--- src/rtl/instruction_fetch_stage_pkg.sv ---
// Shared MIPS pipeline constants and types used by the fetch stage and the ID decoder.
package mips_pkg;

    localparam int unsigned WORD_W = 32;
    localparam int unsigned IMM_W  = 16;
    localparam int unsigned JIDX_W = 26;

    localparam logic [WORD_W-1:0] NOP_WORD = '0;
    localparam logic [WORD_W-1:0] RESET_PC = '0;

    localparam logic [5:0] OP_J   = 6'h02;
    localparam logic [5:0] OP_JAL = 6'h03;
    localparam logic [5:0] OP_BEQ = 6'h04;
    localparam logic [5:0] OP_BNE = 6'h05;

    typedef enum logic [1:0] {
        FETCH_RUN,
        FETCH_HOLD,
        FETCH_REDIRECT
    } fetch_state_e;

    // J/JAL target keeps the region bits of the delay-slot PC.
    function automatic logic [WORD_W-1:0] jump_addr(input logic [WORD_W-1:0] pc_plus4,
                                                    input logic [JIDX_W-1:0] index);
        return {pc_plus4[WORD_W-1:WORD_W-4], index, 2'b00};
    endfunction

endpackage

--- src/rtl/instruction_fetch_stage_if_id_register.sv ---
// IF/ID pipeline register: reset > bubble > stall-hold > capture.
module if_id_register
    import mips_pkg::*;
#(
    parameter logic [WORD_W-1:0] NOP_WORD = mips_pkg::NOP_WORD
) (
    input  logic              clk,
    input  logic              rst,
    input  logic              stall,
    input  logic              bubble,
    input  logic [WORD_W-1:0] next_instruction,
    input  logic [WORD_W-1:0] next_pc_plus4,
    output logic [WORD_W-1:0] instruction,
    output logic [WORD_W-1:0] pc_plus4,
    output logic              valid
);

    // A bubble leaves pc_plus4 alone so a following jump still sees its region bits.
    always_ff @(posedge clk) begin
        if (rst) begin
            instruction <= NOP_WORD;
            pc_plus4    <= '0;
            valid       <= 1'b0;
        end else if (bubble) begin
            instruction <= NOP_WORD;
            valid       <= 1'b0;
        end else if (!stall) begin
            instruction <= next_instruction;
            pc_plus4    <= next_pc_plus4;
            valid       <= 1'b1;
        end
    end

endmodule

--- src/rtl/instruction_fetch_stage.sv ---
// MIPS IF stage: PC register, next-PC selection, IF/ID register and fetch counter.
module instruction_fetch_stage
    import mips_pkg::*;
#(
    parameter logic [WORD_W-1:0] RESET_PC = mips_pkg::RESET_PC,
    parameter logic [WORD_W-1:0] NOP_WORD = mips_pkg::NOP_WORD
) (
    input  logic              clk,
    input  logic              rst,
    input  logic              stall,
    input  logic              flush,
    input  logic              branch_taken,
    input  logic [WORD_W-1:0] branch_target,
    input  logic              jump,
    input  logic [JIDX_W-1:0] jump_index,
    output logic [WORD_W-1:0] imem_addr,
    input  logic [WORD_W-1:0] imem_data,
    output logic [WORD_W-1:0] pc,
    output logic [WORD_W-1:0] if_id_instruction,
    output logic [WORD_W-1:0] if_id_pc_plus4,
    output logic [IMM_W-1:0]  if_id_immediate,
    output logic              if_id_valid,
    output logic [WORD_W-1:0] fetch_count
);

    fetch_state_e      state;
    logic [WORD_W-1:0] pc_plus4;
    logic [WORD_W-1:0] branch_aligned;
    logic [WORD_W-1:0] redirect_target;
    logic              bubble;
    logic              capture;

    assign imem_addr       = pc;
    assign pc_plus4        = pc + 32'd4;
    assign branch_aligned  = branch_target & ~32'h3;
    assign redirect_target = branch_taken ? branch_aligned
                                          : jump_addr(if_id_pc_plus4, jump_index);
    assign if_id_immediate = if_id_instruction[IMM_W-1:0];

    // Sequencer state is a pure function of this cycle's control inputs.
    always_comb begin
        state = FETCH_RUN;
        if (branch_taken || jump) state = FETCH_REDIRECT;
        else if (stall)           state = FETCH_HOLD;
    end

    assign bubble  = (state == FETCH_REDIRECT) || flush;
    assign capture = !bubble && (state == FETCH_RUN);

    always_ff @(posedge clk) begin
        if (rst) begin
            pc <= RESET_PC;
        end else begin
            unique case (state)
                FETCH_REDIRECT: pc <= redirect_target;
                FETCH_HOLD:     pc <= pc;
                default:        pc <= pc_plus4;
            endcase
        end
    end

    always_ff @(posedge clk) begin
        if (rst)          fetch_count <= '0;
        else if (capture) fetch_count <= fetch_count + 32'd1;
    end

    if_id_register #(
        .NOP_WORD(NOP_WORD)
    ) u_if_id (
        .clk              (clk),
        .rst              (rst),
        .stall            (stall),
        .bubble           (bubble),
        .next_instruction (imem_data),
        .next_pc_plus4    (pc_plus4),
        .instruction      (if_id_instruction),
        .pc_plus4         (if_id_pc_plus4),
        .valid            (if_id_valid)
    );

endmodule

--- config.mk ---
export PLATFORM = sky130hd
export DESIGN_NAME = instruction_fetch_stage
export DESIGN_NICKNAME = d
export VERILOG_FILES = /design/src/rtl/instruction_fetch_stage_pkg.sv /design/src/rtl/instruction_fetch_stage_if_id_register.sv /design/src/rtl/instruction_fetch_stage.sv
export SDC_FILE = /design/constraint.sdc
export NUM_CORES = 1
export LEC_CHECK = 0
export CAP_MARGIN = 10
export CORE_UTILIZATION = 39
export DETAILED_ROUTE_END_ITERATION = 10
export HOLD_SLACK_MARGIN = 0.12
export PLACE_DENSITY = 0.87
export SYNTH_ARGS = -nofsm -noshare
export SYNTH_HDL_FRONTEND = slang
export SYNTH_SLANG_ARGS = --single-unit
--- constraint.sdc ---
create_clock -name clk -period 2 [get_ports clk]
set_input_delay 0.2 -clock clk [delete_from_list [all_inputs] [get_ports clk]]
set_output_delay 0.2 -clock clk [all_outputs]
set_load 0.01 [all_outputs]
==> impl_metrics.json <==
{
  "antenna_found_initial": 1,
  "hold_viol_final": 0,
  "intPower_mw": 4.99,
  "pin_count": 273,
  "wl_per_cell_microns": 17.1,
  "power_density_mw_per_mm2": 678,
  "crit_fanout": 4,
  "yosysWarnings": 0,
  "synth_flop_cell": "dfxtp_1",
  "setup_ws_ns": 0.112,
  "clkTransAtPathRegs_ns": 0.06,
  "slew_headroom_pct": 60.7,
  "drtIter0Drc": 493,
  "hold_path_class": "in -> reg",
  "synth_top_area_share_pct": 38.7,
  "die_x_microns": 131,
  "netlist_area_sq_mm": 0.00647,
  "post-dp-hpwl_microns": 16200,
  "core_sq_mm": 0.0161,
  "outcome": "completed",
  "clock-sinks": 125,
  "n_antenna_cell": 0,
  "yosysTopAreaCell": "dfxtp_1",
  "cp.arrival_ns": 2.21,
  "numPortBuffers": 264,
  "min_period_over_period_pct": 94.4,
  "die_area_sq_mm": 0.0171,
  "grt_max_degree": 37,
  "synth_area_per_cell_sq_um": 8.27,
  "grtUsageTotal_pct": 25.2,
  "cts_root_buffer": "clkbuf_16",
  "skew_ns": 0.00917,
  "vias": 6737,
  "whs_ns": 0.256,
  "dpl_worst_slack_ns": -0.0501,
  "insertion_delay_ns": 0.42,
  "initial_core_util_pct": 40.3,
  "p_clk_share_pct": 45.6,
  "grt_pass1_vias": 6567,
  "synthDistinctLibCells": 60,
  "num_rows": 46,
  "place.gp.congestion": 0.899,
  "ir_drop_v": 0.000594,
  "syn_inst": 783,
  "viasPerCell": 5.31,
  "final_max_slew_viol_count": 0,
  "comb_power_share_pct": 15.6,
  "tightestPinTransition_ns": 0.589,
  "pwr-share-seq_pct": 38.8,
  "criticalPathCategory": "reg -> reg",
  "grt_pass1_wl_microns": 32900,
  "fin_crit_ns": 1.89,
  "end_kind": "flip-flop",
  "drc": 0,
  "p_leak_nw": 3.69,
  "cap_violations": 0,
  "ys_ff_latch": 125,
  "cts-buffers-inserted": 17,
  "async_flop_share_pct": 0,
  "layout-drive-gt1-share_pct": 12.5,
  "yosysSeqAreaShare_pct": 38.7,
  "final_net_count": 1137,
  "switching_share_pct": 26.3,
  "grt-ovfl-total": 0,
  "fillers": 1330,
  "rsz0062_at_grt": "false",
  "synth_area_leaders": "dfxtp_1, nor2_1, buf_4",
  "drt_pass1_iterations": 6,
  "synth_edf_count": 0,
  "fmax_mhz": 530,
  "setup_violations": 0,
  "cts_tree": "done",
  "die_y_microns": 131,
  "clock_path_buffers": 2,
  "area_delta_synth_final_pct": 54.3,
  "route.antenna.remaining_nets": 0,
  "start_kind": "flip-flop",
  "htreeDepth": 4,
  "power.switching_mw": 1.78,
  "crit_required_ns": 2.33,
  "routed_wl_microns": 21700
}
## synthesized netlist by cell type, drive strengths merged (2+ instances only)
library cell,n
a221o,3
nand3,28
mux2,2
nor3b,3
xor2,25
a222oi,2
a22oi,5
or3,8
nand4,18
nand2b,3
nand2,48
a221oi,3
nor3,25
o22ai,4
o211a,3
dfxtp,125
xnor2,33
o21ai,34
mux2i,34
o221ai,2
nor4,17
inv,14
and3,8
buf,71
a21oi,51
nor2,115
a2111oi,7
or2,2
and2,4
o31a,2
and4,6
a211oi,23
ha,2
clkbuf,37
nor2b,3
## power by group through the flow
stage,clock network (mW),logic (mW),registers [mW]
after floorplan,0,0.445,2.72
after global placement,0,1.03,2.67
after detailed placement,0,1.05,2.68
after CTS,3.13,1.05,2.62
after global routing,3.27,1.13,2.63
final,3.09,1.06,2.62
## routing by layer
layer | wire length, microns | GRT usage, % | up-vias
met2 | 10200 | 41.4 | 340
met3 | 1790 | 6.84 | 75
met5 | 0 | 0 | -
met4 | 824 | 13.2 | 0
met1 | 8810 | 30.0 | 3120
li1 | - | - | 3202
## worst max-delay path, cell delays in order, from the launching register on
cell	delay, ns
dfxtp_1	0.36
nand4_2	0.21
or4_4	0.62
nor4_2	0.29
o21ai_1	0.10
a211oi_1	0.23
## timing repair
item                       in CTS  in global routing
buffers inserted                0                  0
setup endpoints to repair       0                  3
hold endpoints to repair        0                  0
resized for setup               0                  6
hold buffers                    0                  0
## flip-flops by register name, summed over array words and instances (netlist names)
register             count
imem_addr               30
fetch_count             32
u_if_id.valid            1
u_if_id.pc_plus4        30
u_if_id.instruction     32
## worst paths after layout
check	from	end	slack, ns	cells past startpoint
setup / recovery	imem_addr[16]	imem_addr[30]	0.11	5
hold reg to reg	u_if_id.valid	u_if_id.valid	0.44	2
hold / removal	rst	imem_addr[29]	0.26	2
setup reg to reg	imem_addr[16]	imem_addr[30]	0.11	5
## layout by cell type, fill, tap and decap left out, types with 4 or more instances in the layout
master           netlist  layout
clkdlybuf4s50_1        0     261
dfxtp_1              125     122
nor2_1               114     114
buf_4                 53      72
a21oi_1               51      51
nand2_1               48      48
mux2i_1               34      34
o21ai_0               33      33
xnor2_1               33      33
nand3_1               27      27
xor2_1                25      25
nor3_1                24      24
a211oi_1              23      23
clkbuf_16              0      17
nand4_1               16      16
inv_1                 14      14
nor4_1                10      10
and3_1                 8       8
or3_1                  8       8
conb_1                 1       6
and4_1                 6       5
nor4_2                 5       5
a22oi_1                5       5
inv_6                  0       5
and2_1                 4       4
a2111oi_0              6       4
o22ai_1                4       4
clkinvlp_4             0       4
buf_12                 0       4
## final cells by class
type | count | area (sq um) | area share, %
Clock buffer | 17 | 425 | 4.26
Sequential cell | 125 | 2510 | 25.1
Multi-Input combinational cell | 541 | 3330 | 33.3
Tap cell | 216 | 270 | 2.71
Clock inverter | 15 | 161 | 1.62
Timing Repair Buffer | 340 | 3250 | 32.5
Inverter | 14 | 52.6 | 0.526
## per-stage QoR
stage / power [mW] / TNS (ns) / instances / area [sq um] / util, %
after CTS: 6.80 / 0 / 1268 / 9980 / 62.1
after detailed placement: 3.72 / -0.195 / 1236 / 9390 / 58.5
final: 6.77 / 0 / 1268 / 9990 / 62.2
after global placement: 3.70 / -0.0187 / 1236 / 9390 / 58.5
after global routing: 7.03 / 0 / 1268 / 9990 / 62.2
after floorplan: 3.17 / 0 / 788 / 6490 / -
## cells by family after synthesis
family	after synthesis	synth area share, %
AND/OR/NAND/NOR	292	22.7
AO/OA/AOI/OAI	147	14.4
flip-flops	125	38.7
buffers and inverters	122	10.4
XOR/XNOR	58	7.85
multiplexers	36	5.60
adder cells (fa/ha/maj)	2	0.386
other	1	0.0579
No activity file was read; power rests on OpenSTA's default activity.
